`src/rtl/fx_div_seq.sv`:
```
// Sequential signed fixed-point divider: one restoring-division quotient bit per cycle,
// truncation toward zero, saturation on overflow and a defined result for a zero divisor.
module fx_div_seq #(
  parameter int WIDTH = 32,
  parameter int QINT  = 16,
  parameter int FRAC  = WIDTH - QINT,
  parameter int ITER  = WIDTH + FRAC
) (
  input  logic             clk,
  input  logic             rst_n,
  input  logic             valid_in,
  output logic             ready_in,
  input  logic [WIDTH-1:0] num,
  input  logic [WIDTH-1:0] denom,
  output logic             valid_out,
  input  logic             ready_out,
  output logic [WIDTH-1:0] quot,
  output logic             div_by_zero,
  output logic             overflow
);

  localparam int CNT_W = $clog2(ITER);
  localparam logic [WIDTH-1:0] MAX_POS = {1'b0, {(WIDTH-1){1'b1}}};
  localparam logic [WIDTH-1:0] MIN_NEG = {1'b1, {(WIDTH-1){1'b0}}};

  typedef enum logic [1:0] {IDLE, CALC, DONE} state_t;

  state_t             state_q, state_d;
  logic [CNT_W-1:0]   cnt_q, cnt_d;
  logic [ITER-1:0]    dq_q, dq_d;
  logic [WIDTH-1:0]   rem_q, rem_d;
  logic [WIDTH-1:0]   dmag_q, dmag_d;
  logic               sign_q, sign_d;
  logic               zden_q, zden_d;
  logic               valid_q, valid_d;
  logic [WIDTH-1:0]   quot_q, quot_d;
  logic               dbz_q, dbz_d;
  logic               ovf_q, ovf_d;

  logic [WIDTH:0]     trial;
  logic [WIDTH:0]     diff;
  logic               fits;
  logic [WIDTH-1:0]   rem_step;
  logic [ITER-1:0]    q_step;
  logic [WIDTH:0]     sat_res;

  // Magnitude of a two's-complement word; the most negative value maps to 2^(WIDTH-1) unsigned.
  function automatic logic [WIDTH-1:0] mag_of(input logic [WIDTH-1:0] v);
    logic signed [WIDTH-1:0] s;
    s = v;
    return s[WIDTH-1] ? WIDTH'(-s) : v;
  endfunction

  // Applies the sign to the truncated magnitude and saturates; MSB of the result is the overflow flag.
  function automatic logic [WIDTH:0] round_sat(input logic [ITER-1:0] mag, input logic neg);
    logic big;
    if (!neg) begin
      big = |mag[ITER-1:WIDTH-1];
      return big ? {1'b1, MAX_POS} : {1'b0, mag[WIDTH-1:0]};
    end
    big = (|mag[ITER-1:WIDTH]) || (mag[WIDTH-1] && (|mag[WIDTH-2:0]));
    return big ? {1'b1, MIN_NEG} : {1'b0, WIDTH'(0) - mag[WIDTH-1:0]};
  endfunction

  assign ready_in    = (state_q == IDLE) && rst_n;
  assign valid_out   = valid_q;
  assign quot        = quot_q;
  assign div_by_zero = dbz_q;
  assign overflow    = ovf_q;

  // The dividend shifts out of dq MSB-first while quotient bits shift in at the LSB.
  assign trial    = {rem_q, dq_q[ITER-1]};
  assign diff     = trial - {1'b0, dmag_q};
  assign fits     = trial >= {1'b0, dmag_q};
  assign rem_step = fits ? diff[WIDTH-1:0] : trial[WIDTH-1:0];
  assign q_step   = {dq_q[ITER-2:0], fits};
  assign sat_res  = round_sat(q_step, sign_q);

  always_comb begin
    state_d = state_q;
    cnt_d   = cnt_q;
    dq_d    = dq_q;
    rem_d   = rem_q;
    dmag_d  = dmag_q;
    sign_d  = sign_q;
    zden_d  = zden_q;
    valid_d = valid_q;
    quot_d  = quot_q;
    dbz_d   = dbz_q;
    ovf_d   = ovf_q;
    case (state_q)
      IDLE: begin
        if (valid_in) begin
          sign_d  = num[WIDTH-1] ^ denom[WIDTH-1];
          dmag_d  = mag_of(denom);
          dq_d    = ITER'({mag_of(num), {FRAC{1'b0}}});
          rem_d   = '0;
          zden_d  = (denom == '0);
          cnt_d   = (denom == '0) ? '0 : CNT_W'(ITER - 1);
          state_d = CALC;
        end
      end
      CALC: begin
        if (zden_q) begin
          // A zero divisor spends one cycle here without iterating; sign_q is num's sign.
          quot_d  = sign_q ? MIN_NEG : MAX_POS;
          dbz_d   = 1'b1;
          ovf_d   = 1'b0;
          valid_d = 1'b1;
          state_d = DONE;
        end else begin
          dq_d  = q_step;
          rem_d = rem_step;
          if (cnt_q == '0) begin
            quot_d  = sat_res[WIDTH-1:0];
            ovf_d   = sat_res[WIDTH];
            dbz_d   = 1'b0;
            valid_d = 1'b1;
            state_d = DONE;
          end else begin
            cnt_d = cnt_q - 1'b1;
          end
        end
      end
      DONE: begin
        if (ready_out) begin
          valid_d = 1'b0;
          state_d = IDLE;
        end
      end
      default: state_d = IDLE;
    endcase
  end

  always_ff @(posedge clk or negedge rst_n) begin
    if (!rst_n) begin
      state_q <= IDLE;
      cnt_q   <= '0;
      dq_q    <= '0;
      rem_q   <= '0;
      dmag_q  <= '0;
      sign_q  <= 1'b0;
      zden_q  <= 1'b0;
      valid_q <= 1'b0;
      quot_q  <= '0;
      dbz_q   <= 1'b0;
      ovf_q   <= 1'b0;
    end else begin
      state_q <= state_d;
      cnt_q   <= cnt_d;
      dq_q    <= dq_d;
      rem_q   <= rem_d;
      dmag_q  <= dmag_d;
      sign_q  <= sign_d;
      zden_q  <= zden_d;
      valid_q <= valid_d;
      quot_q  <= quot_d;
      dbz_q   <= dbz_d;
      ovf_q   <= ovf_d;
    end
  end

endmodule

```
`config.mk`:
```
export PLATFORM = sky130hd
export DESIGN_NAME = fx_div_seq
export DESIGN_NICKNAME = d
export VERILOG_FILES = /design/src/rtl/fx_div_seq.sv
export SDC_FILE = /design/constraint.sdc
export NUM_CORES = 1
export LEC_CHECK = 0
export CORE_MARGIN = 1
export CORE_UTILIZATION = 45
export CTS_CLUSTER_DIAMETER = 200
export DETAILED_ROUTE_END_ITERATION = 12
export GPL_ROUTABILITY_DRIVEN = 0
export MAX_ROUTING_LAYER = met4
export PLACE_DENSITY = 0.64
export SYNTH_ARGS = -nofsm -noshare
export SYNTH_HDL_FRONTEND = slang
export SYNTH_SLANG_ARGS = --single-unit
export TNS_END_PERCENT = 5
```
`constraint.sdc`:
```
create_clock -name clk -period 5.45 [get_ports clk]
set_input_delay 0.545 -clock clk [delete_from_list [all_inputs] [get_ports clk]]
set_output_delay 0.545 -clock clk [all_outputs]
set_load 0.005 [all_outputs]
```
# [Yosys cells after proc, flatten, opt, wreduce, memory -nomap -nowiden]
# Index checks and enable logic that the tools add are counted.
# Widths: inputs -> output; s select.
[totals] regBits=157 inputBits=68 output_inout_bits=36 word_cells=76
[classes] n_addsub=5 magnitude_cmp=1 n_eq_ne=7 muxes=33 bitwise=1 reduce_logical=18
[op_table] cell="$mux 32" n=8
[op_table] cell="$mux 33" n=3
[op_table] cell="$mux 48" n=2
[op_table] cell="$pmux 48 s2" n=1
[op_table] cell="$neg 32->32" n=2
[op_table] cell="$pmux 32 s2" n=1
[op_table] cell="$ge 33x32->1" n=1
[op_table] cell="$logic_not 32->1" n=1
[op_table] cell="$sub 1x32->32 const A" n=1
[op_table] cell="$sub 32x32->32" n=1
[op_table] cell="$reduce_or 31->1" n=1
[op_table] cell="$mux 6" n=4
[op_table] cell="$reduce_or 17->1" n=1
[op_table] cell="$reduce_or 16->1" n=1
[op_table] cell="$pmux 6 s2" n=1
[op_table] cell="$reduce_and 3->1" n=3
[op_table] cell="$mux 2" n=4
[op_table] cell="$ne 2x2->1 const B" n=4
[op_table] cell="$mux 1" n=7
[op_table] cell="$logic_not 6->1" n=1
[op_table] cell="$pmux 2 s3" n=1
[op_table] cell="$reduce_bool 2->1" n=3
[op_table] cell="$sub 6x1->6 const B" n=1
[op_table] cell="$reduce_and 2->1" n=2
[op_table] cell="9 further kinds" n=10

# [Longest topological paths before layout]
# Gate-level depths: netlist (run 1).
[depth] ltp_word=8 ltp_mapped=22 mapped_depth_nobuf=18

# [Worst setup path before layout (run 1)]
# Ideal clock, no wire load.
[synth_path] path_type="reg-to-reg" startpoint="register rem_q[25]" endpoint="register quot_q[25], in the netlist quot[25]" setup_ps=70 t_arrival_ps=4158 path_slack_ps=1222 stages_incl_launch_ff=17 path_buffers=2 path_cell_list="dfrtp_1 -> ha_1 -> a21o_1 -> a21o_1 -> a21oi_1 -> a21oi_1 -> or4_1 -> nor4_1 -> nand3_1 -> ha_1 -> or2_2 -> clkbuf_1 -> or3_1 -> clkbuf_1 -> or2_2 -> a211o_1 -> nand3_1"
[synth_between] elab_chain_len=8
[synth_lines] item="start, declared" line="31" text="logic [WIDTH-1:0] rem_q, rem_d;"
[synth_lines] item="start signal, assigned" line="152" text="rem_q <= rem_d;"
[synth_lines] item="$ge 33x32->1 (*)" line="74" text="assign fits = trial >= {1'b0, dmag_q};"
[synth_lines] item="branches (longest 3 deep; another with $sub 1x32->32)"
[synth_lines] item="$mux 33 (*)" line="62" text="return big ? {1'b1, MIN_NEG} : {1'b0, WIDTH'(0) - mag[WIDTH-1:0]};"
[synth_lines] item="$mux 33 (*)" line="61" text="big = (|mag[ITER-1:WIDTH]) || (mag[WIDTH-1] && (|mag[WIDTH-2:0]));"
[synth_lines] item="$mux 32 (*)" line="114" text="if (cnt_q == '0) begin"
[synth_lines] item="$mux 32 (*)" line="104" text="if (zden_q) begin"
[synth_lines] item="end signal, assigned" line="157" text="quot_q <= quot_d;"
[synth_lines] item="end, declared" line="36" text="logic [WIDTH-1:0] quot_q, quot_d;"
# Every way passes the cells marked *. The select of a mux whose other input is x is not followed.
# A chain may end at the register's enable or synchronous reset.

# [Worst setup path after layout (run 1)]
# Same ends and word-level chain as after synthesis.

==> flow_summary.toml, run 1 <==
[power_and_ir_drop]
ir_drop_uv = 242.5
power_frac_clock_pct = 15.9
switchingPower_w = 0.003352
p_per_area_nw_per_um2 = 606.2
seq_power_share_pct = 29.3
p_leak_nw = 5.259
p_sw_share_pct = 44.46
combPwrFrac_pct = 54.9
p_int_w = 0.004187

[clock_tree]
hold_buffers = 0
cts_resized = 0
post_cts_buffers = 0
cts_max_path_buffers = 2
insertion_delay_ns = 0.43
htreeDepth = 4
cts_num_sinks = 157
path_clk_slew_ns = 0.07
clockRootBuffer = "clkbuf_16"
numCtsBuffers = 17
cts_tree = "done"

[run]
drv_cap = 0

[logic_synthesis]
syn_area_per_cell_sq_um = 8.182
synth_area_leaders = "dfrtp_1 (37%), o21ai_0 (7.4%), xor2_1 (6.4%)"
synth-seq-cells = 157
synthCells = 1296
syn_area_sq_um = 10600
synthArstFlopShare_pct = 100.0
synth_edf_count = 0
syn_nets = 1403
synth_cell_type_count = 72
synth_top_cell_by_area = "dfrtp_1"
yosysSeqAreaShare_pct = 37.05
synth_flop_cell = "dfrtp_1"
yosys_warnings = 0
synthTopCellsByCount = "dfrtp_1 (157), o21ai_0 (157), nand2_1 (147)"
synth_top_area_share_pct = 37.05

[worst_setup_path]
cp_slowest_cell = "or4_1"
r2r-start = "rem_q[25]$_DFFE_PN0P_"
crit_path_start_kind = "register"
cp_top_family = "simple AND/OR/NAND/NOR gates"
crit_type = "reg -> reg"
crit_required_ns = 5.81
cpPeakStageDelay_ns = 0.75
r2r_slack_ns = 0.55
crit_fanout = 14
path_cells = "ha_1 > a21o_1 > a21o_1 > a21oi_1 > a21oi_1 > or4_1 > nor4_1 > nand3_1 > ha_1 > or2_2 > or3_1 > or2_2 > a211o_1 > nand3_1"
endpoint_kind = "register"
crit_arrival_ns = 5.26
r2r_end = "quot[25]$_DFFE_PN0P_"
reg2reg_depth = 14
critPathBufInv = 0

[routing]
wl_per_cell_microns = 16.48
first_pass_iters = 5
ant_nets = 0
route.vias.total = 9555
via_per_inst = 5.684
drc_errors = 0
wirelength_microns = 27700
drt_iter0_markers = 608

[floorplan]
die_w_microns = 155.5
io_pins = 104
rows = 55
dieArea_sq_um = 24180
core_sq_um = 22850
start_util_pct = 46.41
die_h_microns = 155.5

[layout]
nets = 1462
register_area_sq_um = 3929
fin_area_sq_um = 12440
n_fill_cell = 2237
multi_input_area_sq_um = 6205
drive_gt1_share_pct = 5.629
antennaDiodeCount = 0
syn_to_final_growth_pct = 17.30

[global_route]
grt_busiest_layer = "met1"
grt_pass1_vias = 8826
grt_max_degree = 98
antenna_found_initial = 0
use_met1_pct = 36.03
grt_pass1_wl_microns = 46150
grt_use_total_pct = 24.62
overflow = 0
grt_util_met2_pct = 35.40
grtUsageMet3_pct = 4.262

[run_status]
status = "completed"

[sta]
relSlewSlack_pct = 30.40
fmax_mhz = 203.9
tightest_slew_ns = 1.041
fin_crit_sh_pct = 89.98
finalHoldViolations = 0
fin_skew_ns = 0.01273
setup-tns-final_ns = 0
setup_viol_count_final = 0
rsz0062_at_grt = "no"
drv_slew = 0
finalHoldWorstSlack_ns = 0.2092
period_needed_ns = 4.904

[placed_design]
portBuffers = 103
dp_hpwl_microns = 19630
placed_area_sq_um = 11860

[hold_path]
min_path_type = "in -> async"
==> kinds of logic after synthesis <==
group | Yosys count | synth area share (%)
DFF | 157 | 37.05
muxes | 24 | 2.277
adders and majority gates | 39 | 4.673
and+or+nand+nor | 447 | 20.09
buffers and inverters | 132 | 4.791
AOI/OAI and AO/OA | 394 | 22.61
xor gates and xnor gates | 103 | 8.507
==> layout by cell type (no fill, tap or decap), drive strengths merged, types with 6 or more instances in the layout <==
cell type and instances:
o21ai 159, dfrtp 157, nand2 147, nor2 119, clkdlybuf4s50 102, a21oi 94
xor2 77, inv 66, nor3 45, ha 38, xnor2 26, mux2i 23
nand3 22, nor4 20, a22o 17, clkbuf 17, o31ai 16, or3 16
buf 13, a21o 12, a31oi 12, nand2b 12, o41ai 11, or2 11
or4 10, nand4 9, o211ai 9, nor2b 9, and3 7, a32oi 7
o22ai 6, a211oi 6, nand3b 6, o21bai 6
==> worst max path at each step <==
| stage | slack [ns] | cells past startpoint | start | endpoint |
|---|---|---|---|---|
| final | 0.55 | 14 | rem_q[25]$_DFFE_PN0P_ | quot[25]$_DFFE_PN0P_ |
| after global routing | 0.35 | 14 | rem_q[25]$_DFFE_PN0P_ | quot[25]$_DFFE_PN0P_ |
| after CTS | 0.59 | 14 | rem_q[25]$_DFFE_PN0P_ | quot[25]$_DFFE_PN0P_ |
| after detailed placement | 0.61 | 14 | rem_q[25]$_DFFE_PN0P_ | quot[25]$_DFFE_PN0P_ |
| after global placement | 0.75 | 14 | rem_q[25]$_DFFE_PN0P_ | quot[25]$_DFFE_PN0P_ |
| after floorplan | 1.22 | 16 | rem_q[25]$_DFFE_PN0P_ | quot[25]$_DFFE_PN0P_ |
==> routing by layer <==
metal	routed length, microns	share of wire [%]
met1	14110	51
met2	12040	43
met3	1300	4.7
met4	252	0.91
met5	0	0
==> cell type report <==
class | instances | area share (%)
Clock buffer | 17 | 3.420
Clock inverter | 15 | 1.217
Inverter | 57 | 1.720
Multi-Input combinational cell | 1007 | 49.88
Sequential cell | 157 | 31.59
Tap cell | 313 | 3.149
Timing Repair Buffer | 115 | 9.023
==> registers in the layout, summed over array words and instances, names as in the netlist <==
register	count
dmag_q	32
cnt_q	6
rem_q	32
quot	32
overflow	1
sign_q	1
zden_q	1
state_q	2
valid_out	1
div_by_zero	1
dq_q	48
==> power groups by stage <==
stage	registers, W	clock network, W	logic, W
finish	0.00221	0.00120	0.00414
global route	0.00229	0.00126	0.00466
CTS	0.00220	0.00121	0.00412
detailed placement	0.00222	0	0.00410
global placement	0.00221	0	0.00404
floorplan	0.00206	0	0.00313
==> metrics by stage <==
step	util [%]	setup WS (ns)	total power (W)	std cells
2_1_floorplan	-	1.222	0.005190	1296
6_report	54.44	0.5463	0.007540	1681
3_5_place_dp	51.92	0.6076	0.006316	1649
4_1_cts	54.44	0.5911	0.007537	1681
3_3_place_gp	51.92	0.7514	0.006246	1649
5_1_grt	54.44	0.3484	0.008209	1681
No activity file was read; power rests on OpenSTA's default activity.
==> run 2: changes to the inputs <==
CAP_MARGIN = 25   (was not set)
==> flow_summary.toml, run 2 (synthesized netlist as in run 1, its figures left out) <==
[placed_design]
placed_area_sq_um = 11860
place_inst = 1649
portBuffers = 103
dp_hpwl_microns = 19630

[routing]
drt_iter0_markers = 577
first_pass_iters = 5
wirelength_microns = 27750
route.vias.total = 9545
via_per_inst = 5.675
wl_per_cell_microns = 16.50
ant_nets = 0
drc_errors = 0

[worst_setup_path]
endpoint_kind = "register"
r2r_slack_ns = 0.56
path_cells = "ha_1 > a21o_1 > a21o_1 > a21oi_1 > a21oi_1 > or4_1 > nor4_1 > nand3_1 > ha_1 > or2_2 > or3_1 > or2_2 > a211o_1 > nand3_1"
startpoint = "rem_q[25]$_DFFE_PN0P_"
crit_arrival_ns = 5.25
crit_required_ns = 5.81
cp_slowest_cell = "or4_1"
critPathBufInv = 0
r2r-start = "rem_q[25]$_DFFE_PN0P_"
cp_top_family = "simple AND/OR/NAND/NOR gates"
crit_fanout = 14
cpPeakStageDelay_ns = 0.75
crit_path_start_kind = "register"
crit_type = "reg -> reg"

[power_and_ir_drop]
p_per_area_nw_per_um2 = 605.5
p_leak_nw = 5.266
ir_drop_uv = 241.8
power_w = 0.007540

[global_route]
grt_max_degree = 98
antenna_found_initial = 0
grt_use_total_pct = 24.62
grt_pass1_vias = 8826
overflow = 0
grt_pass1_wl_microns = 46150

[clock_tree]
numCtsBuffers = 17
cts_max_path_buffers = 2
clockRootBuffer = "clkbuf_16"
cts_tree = "done"
cts_num_sinks = 157
cts_resized = 0
htreeDepth = 4
post_cts_buffers = 0
insertion_delay_ns = 0.43
path_clk_slew_ns = 0.07
hold_buffers = 0

[floorplan]
die_w_microns = 155.5
start_util_pct = 46.41
die_h_microns = 155.5
dieArea_sq_um = 24180
io_pins = 104
core_sq_um = 22850
rows = 55

[layout]
syn_to_final_growth_pct = 17.44
fin_area_sq_um = 12450
final_cell_mix = "o21ai_0 (157), dfrtp_1 (157), nand2_1 (146)"
largest_reg_flops = 48
drive_gt1_share_pct = 5.698
layout.cells.non_filler = 1682
antennaDiodeCount = 0
regMostFlops = "dq_q"
nets = 1463

[sta]
relSlewSlack_pct = 37.87
fmax_mhz = 204.6
fin_crit_sh_pct = 89.70
drv_slew = 0
rsz0062_at_grt = "no"
fin_skew_ns = 0.01309
setup-tns-final_ns = 0
finalHoldWorstSlack_ns = 0.2070
tightest_slew_ns = 0.9320
finalHoldViolations = 0
period_needed_ns = 4.888
setup_viol_count_final = 0

[run_status]
status = "completed"

[run]
drv_cap = 0

[hold_path]
min_path_type = "in -> async"
==> run 2: cell count changes in the layout (fill, tap and decap cells not counted), sizes merged <==
cell  before  now
buf       13   14
==> run 2: final cells by class <==
class	count	area, sq um
Tap cell	313	391.6
Fill cell	2236	10390
Sequential cell	157	3929
Clock buffer	17	425.4
Timing Repair Buffer	116	1137
Inverter	57	214.0
Clock inverter	15	151.4
Multi-Input combinational cell	1007	6205
==> run 2: through the flow <==
stage                     util, %  setup WS, ns
after CTS                   54.44        0.5911
after floorplan                 -         1.222
after global routing        54.51        0.3484
final                       54.51        0.5615
after global placement      51.92        0.7514
after detailed placement    51.92        0.6076
==> run 2: path summary, 6_finish.rpt <==
path	cells after the start	end
worst max register to register	14	quot[25]$_DFFE_PN0P_
worst max-delay path	14	quot[25]$_DFFE_PN0P_
worst min register to register	2	dmag_q[21]$_DFFE_PN0P_
max in group asynchronous	2	quot[9]$_DFFE_PN0P_
min in group clk	2	dmag_q[21]$_DFFE_PN0P_
worst min-delay path	1	dmag_q[9]$_DFFE_PN0P_
==> run 2: routing by layer <==
metal | wire length (microns) | global-route usage (%) | share of wire, % | vias to the layer above
li1 | - | - | - | 4743
met1 | 14050 | 36.03 | 51 | 4539
met2 | 12040 | 35.40 | 43 | 248
met4 | 259 | 5.182 | 0.93 | 0
met3 | 1397 | 4.262 | 5.0 | 15
met5 | 0 | - | 0 | -
==> run 2: where the power goes <==
group	total, W	internal, W	switching (W)
Combinational	0.00414	0.00183	0.00231
Clock	0.00119	0.000646	0.000547
Sequential	0.00221	0.00172	0.000492
Total	0.00754	0.00419	0.00335
==> run 3: changes to the inputs <==
CORE_ASPECT_RATIO = 2   (was not set)
CORE_UTILIZATION = 42   (was 45)
PLACE_DENSITY = 0.61   (was 0.64)
==> flow_summary.toml, run 3 (synthesized netlist as in run 1, its figures left out) <==
[routing]
first_pass_iters = 5
wl_per_cell_microns = 17.82
via_per_inst = 5.691
route.vias.total = 9675
drt_iter0_markers = 468
wirelength_microns = 30300
ant_nets = 0
drc_errors = 0

[run]
drv_cap = 0

[clock_tree]
insertion_delay_ns = 0.45
numCtsBuffers = 17
path_clk_slew_ns = 0.06
cts_max_path_buffers = 2
htreeDepth = 4
clockRootBuffer = "clkbuf_16"
hold_buffers = 0
post_cts_buffers = 0
cts_tree = "done"
cts_resized = 0
cts_num_sinks = 157

[worst_setup_path]
cp_slowest_cell = "or4_1"
cp_top_family = "simple AND/OR/NAND/NOR gates"
path_cells = "ha_1 > a21o_1 > a21o_1 > a21oi_1 > a21oi_1 > or4_1 > nor4_1 > nand3_1 > ha_1 > or2_2 > or3_1 > or2_2 > a211o_1 > nand3_1"
cpPeakStageDelay_ns = 0.77
crit_required_ns = 5.83
crit_arrival_ns = 5.47
crit_fanout = 14
crit_type = "reg -> reg"
critPathBufInv = 0
crit_path_start_kind = "register"
endpoint_kind = "register"

[layout]
regMostFlops = "dq_q"
largest_reg_flops = 48
antennaDiodeCount = 0
drive_gt1_share_pct = 5.336
multi_input_area_sq_um = 6198
syn_to_final_growth_pct = 18.14
layout.cells.non_filler = 1700
n_fill_cell = 2398
register_area_sq_um = 3929
nets = 1464
final_cell_mix = "o21ai_0 (157), dfrtp_1 (157), nand2_1 (146)"

[power_and_ir_drop]
ir_drop_uv = 278.6
p_per_area_nw_per_um2 = 615.3
p_sw_share_pct = 44.26
p_leak_nw = 5.293
power_frac_clock_pct = 15.9
p_int_w = 0.004297
power_w = 0.007708
combPwrFrac_pct = 55.2
switchingPower_w = 0.003411
seq_power_share_pct = 28.9

[floorplan]
start_util_pct = 43.06
dieArea_sq_um = 25930
io_pins = 104
die_w_microns = 114.4
core_sq_um = 24630
die_h_microns = 226.7
rows = 81

[placed_design]
portBuffers = 103
dp_hpwl_microns = 22250
place_inst = 1669

[global_route]
antenna_found_initial = 0
overflow = 0
grt_max_degree = 117
grt_use_total_pct = 25.74
grt_pass1_wl_microns = 49820
grt_pass1_vias = 9749

[sta]
tightest_slew_ns = 0.8388
setup-tns-final_ns = 0
setup_viol_count_final = 0
finalHoldViolations = 1
rsz0062_at_grt = "no"
relSlewSlack_pct = 44.08
period_needed_ns = 5.086
fmax_mhz = 196.6
fin_skew_ns = 0.01033
finalHoldWorstSlack_ns = -0.01881
fin_crit_sh_pct = 93.32
drv_slew = 0

[run_status]
status = "finished with violations"
violations = "hold timing"

[hold_path]
min_path_type = "in -> async"
[run 3: cell count changes in the layout (fill, tap and decap cells not counted), moves of 2 or more]
cell / change
inv_6: -7
bufinv_16: +2
clkinv_4: -2
clkinv_2: +2
clkbuf_1: +3
inv_8: -2
buf_12: +2
clkbuf_8: +3
[run 3: power by group through the flow]
stage               Combinational, W  Sequential (W)  Clock [W]
detailed placement           0.00422         0.00224          0
global route                 0.00475         0.00230    0.00130
CTS                          0.00425         0.00222    0.00125
finish                       0.00426         0.00223    0.00123
floorplan                    0.00313         0.00206          0
global placement             0.00415         0.00223          0
[run 3: final cells by class]
class                   count  area share, %
clock buffers              23          3.815
clock inverters             7         0.8989
inverters                  57          1.708
multi-input cells        1007          49.48
flip-flops and latches    157          31.36
well taps                 332          3.316
repair buffers            117          9.419
[run 3: path summary, 6_finish.rpt]
check | from | end | slack, ns | depth (start not counted)
min reg2reg | dmag_q[19]$_DFFE_PN0P_ | dmag_q[19]$_DFFE_PN0P_ | 0.48 | 2
min in group clk | dmag_q[19]$_DFFE_PN0P_ | dmag_q[19]$_DFFE_PN0P_ | 0.48 | 2
max reg2reg | rem_q[25]$_DFFE_PN0P_ | quot[25]$_DFFE_PN0P_ | 0.36 | 14
max in group asynchronous | rst_n | dmag_q[22]$_DFFE_PN0P_ | 4.38 | 2
min | rst_n | dq_q[20]$_DFFE_PN0P_ | -0.02 | 1
max | rem_q[25]$_DFFE_PN0P_ | quot[25]$_DFFE_PN0P_ | 0.36 | 14
[run 3: through the flow]
stage               util (%)  hold slack, ns  worst slack, ns  instance area, sq um
floorplan                  -          0.2494            1.222                 10600
global placement       48.37          0.4622           0.6132                 11910
detailed placement     48.37          0.4612           0.4859                 11910
CTS                    50.76        0.001213           0.4374                 12500
global route           50.87         0.01616           0.1961                 12530
finish                 50.87        -0.01881           0.3638                 12530
[run 3: layer usage]
layer	global-route usage [%]	vias up	part of all wire [%]
li1	-	4724	-
met1	24.45	4639	35
met2	49.48	243	58
met3	4.036	69	3.0
met4	12.07	0	3.9
met5	-	-	0
[run 3: worst register-to-register path, delay by kind of cell, from the launching register on]
kind | cells | cell delay (ns)
simple gates | 7 | 2.88
compound gates | 5 | 1.14
flops | 1 | 0.39
fa+ha+maj | 2 | 0.62
